$ cat src/rtl/rv32m_pkg.sv
// Shared definitions for the RV32M multiply/divide unit: funct3 codes, FSM states
// and operand signedness decoding.
package rv32m_pkg;

   localparam int XLEN_DEFAULT = 32;

   typedef enum logic [2:0] {
      F3_MUL    = 3'b000,
      F3_MULH   = 3'b001,
      F3_MULHSU = 3'b010,
      F3_MULHU  = 3'b011,
      F3_DIV    = 3'b100,
      F3_DIVU   = 3'b101,
      F3_REM    = 3'b110,
      F3_REMU   = 3'b111
   } funct3_e;

   typedef enum logic [1:0] {
      S_IDLE  = 2'd0,
      S_CALC  = 2'd1,
      S_FIXUP = 2'd2,
      S_DONE  = 2'd3
   } state_e;

   function automatic logic a_is_signed(input logic [2:0] f3);
      return (f3 == F3_MUL) || (f3 == F3_MULH) || (f3 == F3_MULHSU) ||
             (f3 == F3_DIV) || (f3 == F3_REM);
   endfunction

   function automatic logic b_is_signed(input logic [2:0] f3);
      return (f3 == F3_MUL) || (f3 == F3_MULH) || (f3 == F3_DIV) || (f3 == F3_REM);
   endfunction

endpackage

$ cat src/rtl/rv32m_muldiv_unit_if.sv
// Request/response bundle between the issue stage, the muldiv unit and the
// register file write port.
interface rv32m_muldiv_unit_if #(parameter int XLEN = 32);
   logic            start;
   logic            flush;
   logic [2:0]      funct3;
   logic [XLEN-1:0] op_a;
   logic [XLEN-1:0] op_b;
   logic [4:0]      rd;
   logic            busy;
   logic            done;
   logic [XLEN-1:0] result;
   logic [4:0]      write_select;
   logic            WR_EN;

   modport master (output start, flush, funct3, op_a, op_b, rd,
                   input  busy, done, result, write_select, WR_EN);
   modport slave  (input  start, flush, funct3, op_a, op_b, rd,
                   output busy, done, result, write_select, WR_EN);
endinterface

$ cat src/rtl/rv32m_div_step.sv
// One restoring-division iteration: shift the next dividend bit into the
// remainder, trial-subtract the divisor and keep the result if it did not borrow.
module rv32m_div_step #(
   parameter int XLEN = 32
) (
   input  logic [XLEN-1:0] rem_in,
   input  logic [XLEN-1:0] quo_in,
   input  logic [XLEN-1:0] divisor,
   output logic [XLEN-1:0] rem_out,
   output logic [XLEN-1:0] quo_out
);
   logic [XLEN:0] shifted_s;
   logic [XLEN:0] diff_s;

   // Trial subtract; bit XLEN of the difference is the borrow.
   always_comb begin
      shifted_s = {rem_in, quo_in[XLEN-1]};
      diff_s    = shifted_s - {1'b0, divisor};
      if (!diff_s[XLEN]) begin
         rem_out = diff_s[XLEN-1:0];
         quo_out = {quo_in[XLEN-2:0], 1'b1};
      end else begin
         rem_out = shifted_s[XLEN-1:0];
         quo_out = {quo_in[XLEN-2:0], 1'b0};
      end
   end
endmodule

$ cat src/rtl/rv32m_muldiv_unit.sv
// Iterative RV32M multiply/divide unit with fixed XLEN+2 cycle latency; outputs
// are registered so they are stable across the register file's negedge write.
module rv32m_muldiv_unit
   import rv32m_pkg::*;
#(
   parameter int XLEN = XLEN_DEFAULT
) (
   input  logic             clock,
   input  logic             RESET_N,
   rv32m_muldiv_unit_if.slave bus
);
   localparam int CW = $clog2(XLEN);

   state_e            state_r;
   funct3_e           f3_r;
   logic [CW-1:0]     cnt_r;
   logic [4:0]        rd_r;
   logic [XLEN-1:0]   mag_a_r, mag_b_r, final_r;
   logic [2*XLEN-1:0] acc_r;
   logic              sa_r, sb_r, zero_r, ovf_r;
   logic              busy_r, done_r, wr_en_r;
   logic [XLEN-1:0]   result_r;
   logic [4:0]        wsel_r;

   logic              sa_s, sb_s, zero_s, ovf_s;
   logic [XLEN-1:0]   mag_a_s, mag_b_s;
   logic [XLEN:0]     add_s;
   logic [2*XLEN-1:0] mul_next_s, prod_s;
   logic [XLEN-1:0]   rem_next_s, quo_next_s, quo_s, rem_s, fix_s;

   // Decode operand signs, magnitudes and special cases at request time.
   always_comb begin
      sa_s    = a_is_signed(bus.funct3) & bus.op_a[XLEN-1];
      sb_s    = b_is_signed(bus.funct3) & bus.op_b[XLEN-1];
      mag_a_s = sa_s ? -bus.op_a : bus.op_a;
      mag_b_s = sb_s ? -bus.op_b : bus.op_b;
      zero_s  = ~|bus.op_b;
      ovf_s   = ((bus.funct3 == F3_DIV) || (bus.funct3 == F3_REM)) &&
                (bus.op_a == {1'b1, {(XLEN-1){1'b0}}}) && (&bus.op_b);
   end

   // Shift-add multiply: product accumulates in the top half while the
   // multiplier bits drain out of the bottom half.
   always_comb begin
      add_s      = {1'b0, acc_r[2*XLEN-1:XLEN]} +
                   (acc_r[0] ? {1'b0, mag_a_r} : {(XLEN+1){1'b0}});
      mul_next_s = {add_s, acc_r[XLEN-1:1]};
   end

   rv32m_div_step #(.XLEN(XLEN)) u_div_step (
      .rem_in  (acc_r[2*XLEN-1:XLEN]),
      .quo_in  (acc_r[XLEN-1:0]),
      .divisor (mag_b_r),
      .rem_out (rem_next_s),
      .quo_out (quo_next_s)
   );

   // Sign restoration and result selection. A zero divisor leaves the quotient
   // all ones and the remainder equal to |op_a|, so REM by zero needs no override.
   always_comb begin
      prod_s = (sa_r ^ sb_r) ? -acc_r : acc_r;
      quo_s  = (sa_r ^ sb_r) ? -acc_r[XLEN-1:0] : acc_r[XLEN-1:0];
      rem_s  = sa_r ? -acc_r[2*XLEN-1:XLEN] : acc_r[2*XLEN-1:XLEN];
      case (f3_r)
         F3_MUL:                       fix_s = prod_s[XLEN-1:0];
         F3_MULH, F3_MULHSU, F3_MULHU: fix_s = prod_s[2*XLEN-1:XLEN];
         F3_DIV, F3_DIVU: begin
            if (zero_r)     fix_s = {XLEN{1'b1}};
            else if (ovf_r) fix_s = {1'b1, {(XLEN-1){1'b0}}};
            else            fix_s = quo_s;
         end
         F3_REM, F3_REMU:              fix_s = ovf_r ? {XLEN{1'b0}} : rem_s;
         default:                      fix_s = {XLEN{1'b0}};
      endcase
   end

   // Control FSM, iteration counter, datapath and registered outputs.
   always_ff @(posedge clock or negedge RESET_N) begin
      if (!RESET_N) begin
         state_r  <= S_IDLE;
         f3_r     <= F3_MUL;
         cnt_r    <= {CW{1'b0}};
         rd_r     <= 5'd0;
         mag_a_r  <= {XLEN{1'b0}};
         mag_b_r  <= {XLEN{1'b0}};
         final_r  <= {XLEN{1'b0}};
         acc_r    <= {(2*XLEN){1'b0}};
         sa_r     <= 1'b0;
         sb_r     <= 1'b0;
         zero_r   <= 1'b0;
         ovf_r    <= 1'b0;
         busy_r   <= 1'b0;
         done_r   <= 1'b0;
         wr_en_r  <= 1'b0;
         result_r <= {XLEN{1'b0}};
         wsel_r   <= 5'd0;
      end else begin
         done_r  <= 1'b0;
         wr_en_r <= 1'b0;
         if ((state_r != S_IDLE) && bus.flush) begin
            state_r <= S_IDLE;
            busy_r  <= 1'b0;
         end else begin
            case (state_r)
               S_IDLE: begin
                  if (bus.start) begin
                     f3_r    <= funct3_e'(bus.funct3);
                     rd_r    <= bus.rd;
                     mag_a_r <= mag_a_s;
                     mag_b_r <= mag_b_s;
                     sa_r    <= sa_s;
                     sb_r    <= sb_s;
                     zero_r  <= zero_s;
                     ovf_r   <= ovf_s;
                     acc_r   <= bus.funct3[2] ? {{XLEN{1'b0}}, mag_a_s}
                                              : {{XLEN{1'b0}}, mag_b_s};
                     cnt_r   <= CW'(XLEN-1);
                     busy_r  <= 1'b1;
                     state_r <= S_CALC;
                  end
               end
               S_CALC: begin
                  acc_r <= f3_r[2] ? {rem_next_s, quo_next_s} : mul_next_s;
                  if (cnt_r == {CW{1'b0}}) state_r <= S_FIXUP;
                  else                     cnt_r   <= cnt_r - CW'(1);
               end
               S_FIXUP: begin
                  final_r <= fix_s;
                  state_r <= S_DONE;
               end
               S_DONE: begin
                  result_r <= final_r;
                  wsel_r   <= rd_r;
                  done_r   <= 1'b1;
                  wr_en_r  <= (rd_r != 5'd0);
                  busy_r   <= 1'b0;
                  state_r  <= S_IDLE;
               end
               default: begin
                  busy_r  <= 1'b0;
                  state_r <= S_IDLE;
               end
            endcase
         end
      end
   end

   assign bus.busy         = busy_r;
   assign bus.done         = done_r;
   assign bus.result       = result_r;
   assign bus.write_select = wsel_r;
   assign bus.WR_EN        = wr_en_r;
endmodule

$ cat src/flat_wrapper.sv
// flat-port wrapper written by rule: the top's interface ports become plain ports
module rv32m_muldiv_unit_flat import rv32m_pkg::*;
#(
   parameter int XLEN = XLEN_DEFAULT
)
  (clock, RESET_N, bus_start, bus_flush, bus_funct3, bus_op_a, bus_op_b, bus_rd, bus_busy, bus_done, bus_result, bus_write_select, bus_WR_EN);
  rv32m_muldiv_unit_if #(.XLEN(XLEN)) bus_i ();
  input  logic clock;
  input  logic RESET_N;
  input wire logic [$bits(bus_i.start)-1:0] bus_start;
  input wire logic [$bits(bus_i.flush)-1:0] bus_flush;
  input wire logic [$bits(bus_i.funct3)-1:0] bus_funct3;
  input wire logic [$bits(bus_i.op_a)-1:0] bus_op_a;
  input wire logic [$bits(bus_i.op_b)-1:0] bus_op_b;
  input wire logic [$bits(bus_i.rd)-1:0] bus_rd;
  output wire logic [$bits(bus_i.busy)-1:0] bus_busy;
  output wire logic [$bits(bus_i.done)-1:0] bus_done;
  output wire logic [$bits(bus_i.result)-1:0] bus_result;
  output wire logic [$bits(bus_i.write_select)-1:0] bus_write_select;
  output wire logic [$bits(bus_i.WR_EN)-1:0] bus_WR_EN;
  assign bus_i.start = bus_start;
  assign bus_i.flush = bus_flush;
  assign bus_i.funct3 = bus_funct3;
  assign bus_i.op_a = bus_op_a;
  assign bus_i.op_b = bus_op_b;
  assign bus_i.rd = bus_rd;
  assign bus_busy = bus_i.busy;
  assign bus_done = bus_i.done;
  assign bus_result = bus_i.result;
  assign bus_write_select = bus_i.write_select;
  assign bus_WR_EN = bus_i.WR_EN;
  rv32m_muldiv_unit #(.XLEN(XLEN)) u_core (.clock(clock), .RESET_N(RESET_N), .bus(bus_i));
endmodule
$ cat config.mk
export PLATFORM = sky130hd
export DESIGN_NAME = rv32m_muldiv_unit_flat
export DESIGN_NICKNAME = d
export VERILOG_FILES = /design/src/rtl/rv32m_pkg.sv /design/src/rtl/rv32m_muldiv_unit_if.sv /design/src/rtl/rv32m_div_step.sv /design/src/rtl/rv32m_muldiv_unit.sv /design/src/flat_wrapper.sv
export SDC_FILE = /design/constraint.sdc
export NUM_CORES = 1
export LEC_CHECK = 0
export ABC_AREA = 1
export CAP_MARGIN = 20
export CORE_MARGIN = 3
export CORE_UTILIZATION = 36
export DETAILED_ROUTE_END_ITERATION = 12
export GPL_ROUTABILITY_DRIVEN = 0
export PLACE_DENSITY_LB_ADDON = 0.25
export SLEW_MARGIN = 10
export SYNTH_ARGS = -nofsm -noshare
export SYNTH_HDL_FRONTEND = slang
export SYNTH_HIERARCHICAL = 1
export SYNTH_SLANG_ARGS = --single-unit
$ cat constraint.sdc
create_clock -name clock -period 3.4 [get_ports clock]
set_input_delay 0.51 -clock clock [delete_from_list [all_inputs] [get_ports clock]]
set_output_delay 0.51 -clock clock [all_outputs]
set_load 0.05 [all_outputs]
=== After elaboration in Yosys (flattened, before gate mapping) ===
Index checks and enable logic that the tools add are counted.

* Bits of input ports: 76
* Output and inout bits: 40
* Logic and storage cells: 109
* Register bits after elaboration: 219

* Mux-type cells: 30
* Equality and inequality tests: 19
* Bitwise logic cells: 4
* Add/subtract/negate cells: 8
* Reduce and logical (&&, ||, !) cells: 31

{| class="wikitable"
|+ Operators with widths
! kind !! count
|-
| $mux 32 || 10
|-
| $mux 64 || 3
|-
| $neg 32->32 || 4
|-
| $pmux 32 s4 || 1
|-
| $pmux 64 s2 || 1
|-
| $neg 64->64 || 1
|-
| $add 32x33->33 || 1
|-
| $sub 33x32->33 || 1
|-
| $eq 32x32->1 const B || 1
|-
| $reduce_and 32->1 || 1
|-
| $reduce_or 32->1 || 1
|-
| $eq 3x3->1 const B || 6
|-
| $mux 5 || 2
|-
| $pmux 5 s2 || 1
|-
| $eq 3x2->1 const B || 3
|-
| $pmux 2 s4 || 1
|-
| $reduce_and 2->1 || 4
|-
| $logic_or 1x1->1 || 7
|-
| $mux 1 || 7
|-
| $eq 3x1->1 const B || 2
|-
| $logic_not 3->1 || 2
|-
| $mux 2 || 3
|-
| $reduce_and 3->1 || 2
|-
| $logic_not 5->1 || 1
|-
| other kinds (19) || 26
|}

=== Logic depth before layout (Yosys ltp) ===
Gate-level depths: netlist of the first run.

* Depth after elaboration: 10
* Gate-level depth with buffers: 21
* Gate-level depth less buffers: 20

=== Cells and area by module ===
The synthesis of the first run kept the hierarchy.

{| class="wikitable"
|+ By module, submodules not included
! module !! seq. area each (µm²) !! times used !! area each (µm²) !! cells an instance
|-
| rv32m_muldiv_unit || 5480.3 || 1 || 17509.3 || 2828
|-
| rv32m_div_step || 0.0 || 1 || 3383.2 || 711
|}

=== Worst setup path after synthesis of the first run ===
Ideal clock, no wire load.

* Kind: reg2reg
* Start point: register u_core.acc_r[31]
* End point: register u_core.acc_r[44]
* Arrival time: 2.307 ns
* Buffers on the path: 1
* Clock period less this slack: 2.437 ns
* Stages on the path, launching flop included: 21
* Setup time: 0.130 ns
* Path slack: 0.963 ns
* Data required time: 3.270 ns
* Cell sequence: dfrtp_1 inv_1 ha_1 fa_1 inv_1 nand2_1 nand2_1 nand3_1 nand2_2 nand2_1 nand2_2 nand2_2 nand3_1 nand2_4 buf_4 nand2_1 nand2_1 nor2_1 nor2_1 o21ai_0 o21ai_0

* Cells in the longest elaborated chain, start to end: 4

{| class="wikitable"
|+ RTL lines
! element !! line !! text
|-
| start, declared || rv32m_muldiv_unit.sv:19 || <nowiki>logic [2*XLEN-1:0] acc_r;</nowiki>
|-
| start signal, assigned || rv32m_muldiv_unit.sv:87 || <nowiki>acc_r <= {(2*XLEN){1'b0}};</nowiki>
|-
| start signal, assigned || rv32m_muldiv_unit.sv:115 || <nowiki>acc_r <= bus.funct3[2] ? {{XLEN{1'b0}}, mag_a_s}</nowiki>
|-
| start signal, assigned || rv32m_muldiv_unit.sv:123 || <nowiki>acc_r <= f3_r[2] ? {rem_next_s, quo_next_s} : mul_next_s;</nowiki>
|-
| $sub 33x32->33 || rv32m_div_step.sv:18 || <nowiki>diff_s = shifted_s - {1'b0, divisor};</nowiki>
|-
| $mux 32 || rv32m_div_step.sv:19 || <nowiki>if (!diff_s[XLEN]) begin</nowiki>
|-
| via u_core.rem_next_s[12] || rv32m_muldiv_unit.sv:29 || <nowiki>logic [XLEN-1:0] rem_next_s, quo_next_s, quo_s, rem_s, fix_s;</nowiki>
|-
| $mux 64 || rv32m_muldiv_unit.sv:123 ||
|-
| $pmux 64 s2 || rv32m_muldiv_unit.sv:104 || <nowiki>case (state_r)</nowiki>
|}

The timed path passes the listed nets, and every way through them passes these cells.
A chain may end at the register's enable or synchronous reset.

=== Worst setup path after layout of the first run ===
* Start point: register u_core.mag_b_r[0]
* End point: register u_core.acc_r[45]

* Cells in the longest elaborated chain, start to end: 4

{| class="wikitable"
|+ RTL lines
! element !! line !! text
|-
| start, declared || rv32m_muldiv_unit.sv:18 || <nowiki>logic [XLEN-1:0] mag_a_r, mag_b_r, final_r;</nowiki>
|-
| start signal, assigned || rv32m_muldiv_unit.sv:85 || <nowiki>mag_b_r <= {XLEN{1'b0}};</nowiki>
|-
| start signal, assigned || rv32m_muldiv_unit.sv:110 || <nowiki>mag_b_r <= mag_b_s;</nowiki>
|-
| $sub 33x32->33 || rv32m_div_step.sv:18 ||
|-
| $mux 32 || rv32m_div_step.sv:19 ||
|-
| via u_core.rem_next_s[13] || rv32m_muldiv_unit.sv:29 ||
|-
| $mux 64 || rv32m_muldiv_unit.sv:123 ||
|-
| $pmux 64 s2 || rv32m_muldiv_unit.sv:104 ||
|}

The timed path passes the listed nets, and every way through them passes these cells.

==> impl_results.md, run 1 <==
* Slowest CP cell: dfrtp_1
* # IOs at between 100 and 150
* DRT antenna net count at 0
* Worst r2r src: u_core/mag_b_r[0]
* Largest area contributor in the netlist: dfrtp_1
* PwrDens at 1100 mW/mm^2
* Commonest non-fill, non-tap cell in the layout: nand2_1
* Wire per inst at 18.5 um
* Synth Area in Compound Gates at a little under an eighth
* Switch share at between 50 and 60%
* Pin count of the biggest net entering global routing at 82
* DP Area at 0.0227 sq mm
* CTS tree: yes
* Synth cell types at 50
* Register share of total power at 19.5%
* GRT Util Overall at 26.2%
* RSZ-0062 raised after global routing: no
* Crit. End Element: flip-flop
* Critical path launch point type: flip-flop
* Die Ht at approximately 250 um
* Hold Fails Final Rpt at 0
* Clock tree buffer depth at 3
* Post-synthesis instance total at 3,539
* Chip width at between 200 and 250 um
* First-pass GRT wire length at approximately 120,000 um
* Count of antenna diodes in the layout at 0
* Final setup fails at 0
* Setup tns final at 0 ns
* Hold crit path type: primary input to async pin
* FF+latch area at 0.00548 sq mm
* Tot Pwr at about 26 mW
* CTS root buffer: clkbuf_16
* Number of DRC markers in iteration 0 at ~2,600
* Buf+Inv Stages, Crit Path at 1
* Clock Sinks at between 200 and 250
* Fin area at 0.0237 sq mm
* Row cnt at 87
* Post-Synth Adder-Cell Area at about 4.7%
* Die area at around 0.061 sq mm
* WL final at just over 80,000 um
* Vias at between 20,000 and 25,000
* Total CTS buffers at 27
* Crit-path max FO at 32
* Vias in the first global route at approximately 21,000
* Synth Area in XOR/XNOR at ~3.8%
* Clock share of power at between 10% and 20%
* Crit. Startpoint: u_core/mag_b_r[0]
* Fillers at 6,197
* Cell family with most CP delay: simple AND/OR/NAND/NOR gates
* Async S/R FF share, synth at between 90% and 100%
* Status: finished, final reports clean
* Syn avg cell area at approximately 5.9 sq um
* Initial core utilization at approximately 37%
* Sequential fraction of the synthesis area at between 20% and 30%
* Drt first pass iters at 9
* Setup Buffers After CTS at 0
* Ratio of final minimum period to clock period at a little over four fifths
* Initial antenna violation count at 0
* Share of post-route cells with drive strength above 1 at under 10%
* Yosys warns at 6
* CP cell instances: ha_1 -> fa_1 -> inv_1 -> nand2_1 -> nand2_1 -> nand3_1 -> nand2_2 -> nand2_1 -> nand2_2 -> nand2_2 -> nand2_2 -> nand2_2 -> nand2_4 -> nand2_1 -> nand2_1 -> nor2_1 -> nor2_1 -> o21ai_0 -> o21ai_0
* Synth Area in Simple Gates at between 40% and 50%
* Post-cts repair resize count at 0
* Area contributors post-synth: dfrtp_1 26%, nand2_1 23%, inv_1 7.4%, nor2_1 7.4%, nand3_1 7.3%
* Pint at roughly 11 mW
* Relative slew margins at 39.6%
* Fmax at roughly 0.35 GHz
* Nets at around 3,800
* Switching power at roughly 15 mW
* Core box area at between 0.05 and 0.06 sq mm
* Clock Latency Late Sink at around 0.57 ns
* Worst path arrival time at roughly 3.3 ns
* Largest family of logic cells by synthesized area: simple AND/OR/NAND/NOR gates
* Clk_skew at roughly 0.024 ns
* Post-synth EDFFs at 0
* DPL Wire Length at about 65,000 um
* Mapped Area at between 0.02 and 0.025 sq mm
* Worst vdd ir at around 0.51 mV
* Port Buffers at 115
* Max Cap Violations at 0
* Drt via density at 5.24
* DRC at 0
* Clk slew on worst S/H paths at about 0.060 ns
* Main synth FF type: dfrtp_1
* Post-synthesis mux area share at 0%
* Syn_nets at around 3,700
* FF+latch count, synth at between 200 and 250
* Top-area cell type share of the netlist area at 26.2%
* H-tree Lvls at 1
* Comb power frac at between 60% and 70%
* Footprint of the multi-input gates at 0.0131 sq mm
* Max Slew Vio Count at 0
* Worst-Margin Slew at approximately 0.90 ns
* Cts hold-fix bufs at 1
* Area Overhead vs Synth at 13.4%
* Crit Path Class: flip-flop to flip-flop
* Final min period at around 2.8 ns
* Overflow left after global routing at 0
* Required time worst endpoint at around 3.9 ns
* Max incr delay on CP at between 0.4 and 0.5 ns
* Static Leak at around 13 nW
* Most frequent cells in the layout: 1,292 x nand2_1, 414 x inv_1, 410 x nor2_1, 303 x nand3_1, 218 x dfrtp_1
-- Yosys cell counts, types with 8 or more instances --
master       n
nand2_2     18
inv_1      414
buf_1        8
nand3_1    303
nand3b_1    10
nand4_1     29
nor3_1      23
a31oi_1     32
nor2_4      11
buf_4       39
a21oi_1    148
o21ai_0    179
o211ai_1    13
xor2_1      84
o21bai_1    12
dfrtp_1    219
nand2_1   1293
ha_1        75
nor2_1     410
o21ai_1     23
inv_2       12
nor2_2      14
buf_2       26
clkbuf_1    59
o22ai_1     12
-- cell families (layout without fill, tap and decap cells) --
logic type / count (synthesis) / count (layout)
flops: 219 / 219
xor+xnor: 91 / 91
simple gates: 2140 / 2140
compound gates: 444 / 444
buf+inv: 568 / 653
fa+ha+maj: 77 / 77
-- power by group through the flow --
stage,clock (mW),combinational (mW),sequential (mW)
4_1_cts,3.16,17.4,5.06
2_1_floorplan,0,11.7,5.38
3_3_place_gp,0,17.3,5.07
3_5_place_dp,0,17.4,5.09
5_1_grt,3.27,19.6,5.20
6_report,3.09,17.8,5.08
-- registers in the layout (all words and copies together), names as in the netlist --
signal and cells:
u_core/final_r 32, u_core/bus.write_select 5, u_core/state_r 2, u_core/ovf_r 1, u_core/cnt_r 5, u_core/acc_r 64
u_core/rd_r 5, u_core/mag_b_r 32, u_core/bus.busy 1, u_core/bus.WR_EN 1, u_core/sb_r 1, u_core/bus.done 1
u_core/zero_r 1, u_core/mag_a_r 32, u_core/sa_r 1, u_core/f3_r 3, u_core/bus.result 32
-- per-layer routing --
metal | routed length, um | GRT usage [%] | up-vias | share of wire, %
li1 | - | - | 11300 | -
met1 | 35400 | 36.4 | 10400 | 44
met2 | 34600 | 40.3 | 1070 | 43
met3 | 6900 | 3.99 | 184 | 8.5
met4 | 4050 | 11.3 | 0 | 5.0
met5 | 0 | 0 | - | 0
-- area by class of cell --
class | instances | area share (%)
clock buffers | 38 | 3.28
clock inverters | 9 | 0.697
inverters | 429 | 6.80
multi-input cells | 2752 | 55.1
flip-flops and latches | 219 | 23.1
well taps | 756 | 3.99
repair buffers | 177 | 7.01
-- metrics by stage --
stage	std cells	util [%]	hold WS [ns]	setup WS [ns]
4_1_cts	4380	41.6	0.403	0.581
3_3_place_gp	4332	39.9	0.402	0.585
5_1_grt	4380	41.6	0.410	0.280
2_1_floorplan	3539	-	0.214	0.963
3_5_place_dp	4332	39.9	0.400	0.585
6_report	4380	41.6	0.402	0.552
-- worst reg2reg max path, stage by stage (launching register included) --
cell and delay, ns:
dfrtp_1 0.42, ha_1 0.23, fa_1 0.41, inv_1 0.11
nand2_1 0.06, nand2_1 0.08, nand3_1 0.08, nand2_2 0.12
nand2_1 0.08, nand2_2 0.08, nand2_2 0.07, nand2_2 0.08
nand2_2 0.06, nand2_4 0.34, nand2_1 0.10, nand2_1 0.07
nor2_1 0.04, nor2_1 0.12, o21ai_0 0.09, o21ai_0 0.10
-- final timing paths --
check	cells after the start	slack (ns)	to
setup / recovery	19	0.55	u_core/acc_r[45]
setup reg to reg	19	0.55	u_core/acc_r[45]
hold reg to reg	2	0.47	u_core/bus.result[6]
max in group asynchronous	3	2.09	u_core/mag_b_r[31]
min in group clock	2	0.47	u_core/bus.result[6]
hold / removal	2	0.40	u_core/acc_r[59]
Power figures use the tool's default switching activity.
==> inputs of run 2 (changes only) <==
==> constraint.sdc (replaced) <==
create_clock -name clock -period 2.8 [get_ports clock]
set_input_delay 0.42 -clock clock [delete_from_list [all_inputs] [get_ports clock]]
set_output_delay 0.42 -clock clock [all_outputs]
set_load 0.05 [all_outputs]
==> run 2 against run 1 <==
  * Sequential power rose by 17%
  * Clock-buffer cell count shrank 4
  * Power up 23%
  * Wire length up 1.3%
  * Register-to-register slack got worse by 0.38 ns
  * Via count rose by 1.3%
  * Critical endpoint is now u_core/acc_r[34]
==> impl_results.md, run 2 (synthesized netlist as in run 1, its figures left out) <==
* Status: finished, final reports clean
* Clock Sinks at approximately 220
* Clk slew on worst S/H paths at 0.06 ns
* Most flops, register: u_core/acc_r
* Critical path launch point type: flip-flop
* GRT Util Overall at 26.2%
* H-tree Lvls at 1
* Worst-Margin Slew at 0.690 ns
* Die Ht at between 200 and 250 um
* Drt first pass iters at 8
* PwrDens at around 1300 mW/mm^2
* Drt via density at roughly 5.2
* Crit-path max FO at 14
* Share of post-route cells with drive strength above 1 at 6.63%
* Worst r2r src: u_core/mag_b_r[28]
* Nets at between 3,000 and 4,000
* Comb power frac at a little over two thirds
* Commonest non-fill, non-tap cell in the layout: nand2_1
* Slowest CP cell: dfrtp_1
* Worst hold slack at ~0.41 ns
* Chip width at 247 um
* WL final at approximately 80,000 um
* R2r setup slk at around 0.17 ns
* Most frequent cell on the critical path: nand2_1
* Initial antenna violation count at 0
* # IOs at between 100 and 150
* Max Slew Vio Count at 0
* RSZ-0062 raised after global routing: yes
* Hold crit path type: primary input to async pin
* Tot Pwr at ~32 mW
* Cell family with most CP delay: simple AND/OR/NAND/NOR gates
* DPL Wire Length at between 60,000 and 70,000 um
* DRC at 0
* Ratio of final minimum period to clock period at a little over nine tenths
* CTS tree: yes
* First-pass GRT wire length at 123,000 um
* Setup tns final at 0 ns
* Clock Latency Late Sink at approximately 0.55 ns
* Relative slew margins at between 50% and 60%
* Die area at a little over 0.06 sq mm
* Area Overhead vs Synth at 15.8%
* Core box area at between 0.05 and 0.06 sq mm
* Max reg flops at 64
* Clk_skew at around 0.022 ns
* Switching power at 18.3 mW
* Switch share at a little under three fifths
* Worst vdd ir at between 0.6 and 0.7 mV
* Most frequent cells in the layout: 1,292 x nand2_1, 414 x inv_1, 410 x nor2_1, 301 x nand3_1, 217 x dfrtp_1
* Required time worst endpoint at 3.22 ns
* Fmax at between 0.3 and 0.4 GHz
* Clock share of power at a little over a tenth
* Max Cap Violations at 0
* Max incr delay on CP at about 0.37 ns
* DRT antenna net count at 0
* Register share of total power at a little under a fifth
* Buf+Inv Stages, Crit Path at 3
* Crit Path Class: flip-flop to flip-flop
* R2r endpoint: u_core/acc_r[34]
* Row cnt at just under 90
* Clock tree buffer depth at 3
* CP cell instances: inv_1 -> ha_1 -> nand2_1 -> nor2_1 -> nand2_1 -> inv_1 -> a21oi_4 -> nand2_2 -> nand2_2 -> nand2_8 -> buf_4 -> nand2_1 -> nand2_1 -> o21ai_0 -> o22ai_1
* Count of antenna diodes in the layout at 0
* Vias at 23,300
* Static Leak at around 13 nW
* Port Buffers at about 120
* Number of DRC markers in iteration 0 at 2,538
* Worst R2R Path Depth at 15
* Total CTS buffers at 26
* Hold Fails Final Rpt at 0
* CTS root buffer: clkbuf_16
* Final Util at between 40% and 50%
* Crit. End Element: flip-flop
* Wire per inst at between 15 and 20 um
* Final min period at around 2.6 ns
* Pin count of the biggest net entering global routing at 67
* Crit. Startpoint: u_core/mag_b_r[28]
* Pint at ~14 mW
* Initial core utilization at between 30% and 40%
* Worst path arrival time at a little over 3 ns
* Overflow left after global routing at 0
* Vias in the first global route at 21,100
* Final setup fails at 0
run 2: area by class of cell:
cell class | count | area [sq um]
fill | 6167 | 32700
timing repair buffer | 230 | 2110
sequential | 219 | 5480
tap | 756 | 946
clock inverter | 12 | 130
clock buffer | 34 | 752
inverter | 429 | 1610
multi-input combinational | 2755 | 13200
run 2: metal layers:
metal  routed length (um)  global-route usage, %  vias up
li1                     -                      -    11500
met1                35500                   36.1    10500
met2                35400                   40.9     1115
met3                 6480                   3.10      232
met4                 4580                   12.1        0
met5                    0                      0        -
run 2: worst max-delay path by stage:
stage	endpoint	cells past startpoint
final	u_core/acc_r[34]	15
after global routing	u_core/acc_r[38]	19
after CTS	u_core/acc_r[34]	18
after detailed placement	u_core/acc_r[14]	12
after global placement	u_core/acc_r[14]	12
after floorplan	u_core/acc_r[44]	20
run 2: worst register-to-register path, stage by stage, from the launching register on:
cell     delay (ns)
dfrtp_1        0.37
inv_1          0.17
ha_1           0.32
nand2_1        0.13
nor2_1         0.08
nand2_1        0.11
inv_1          0.08
a21oi_4        0.24
nand2_2        0.13
nand2_2        0.17
nand2_8        0.12
buf_4          0.19
nand2_1        0.07
nand2_1        0.05
o21ai_0        0.17
o22ai_1        0.09
run 2: timing repair:
| action | CTS | global route |
|---|---|---|
| hold endpoints to repair | 43 | 0 |
| buffers inserted | 0 | 5 |
| hold buffers | 1 | 0 |
| setup endpoints to repair | 0 | 29 |
| gates resized for setup | 0 | 14 |
run 2: power by group through the flow:
stage,clock network [mW],logic (mW),registers [mW]
2_1_floorplan,0,14.2,6.53
3_3_place_gp,0,21.6,5.90
3_5_place_dp,0,21.7,5.93
4_1_cts,3.59,21.8,5.89
5_1_grt,3.73,24.7,6.08
6_report,3.52,22.5,5.92
run 2: through the flow:
step           area (sq um)  cells  worst slack (ns)
2_1_floorplan         20900   3539             0.363
3_3_place_gp          23200   4380             0.180
3_5_place_dp          23200   4380             0.135
4_1_cts               24000   4427             0.139
5_1_grt               24200   4435           -0.0237
6_report              24200   4435             0.169
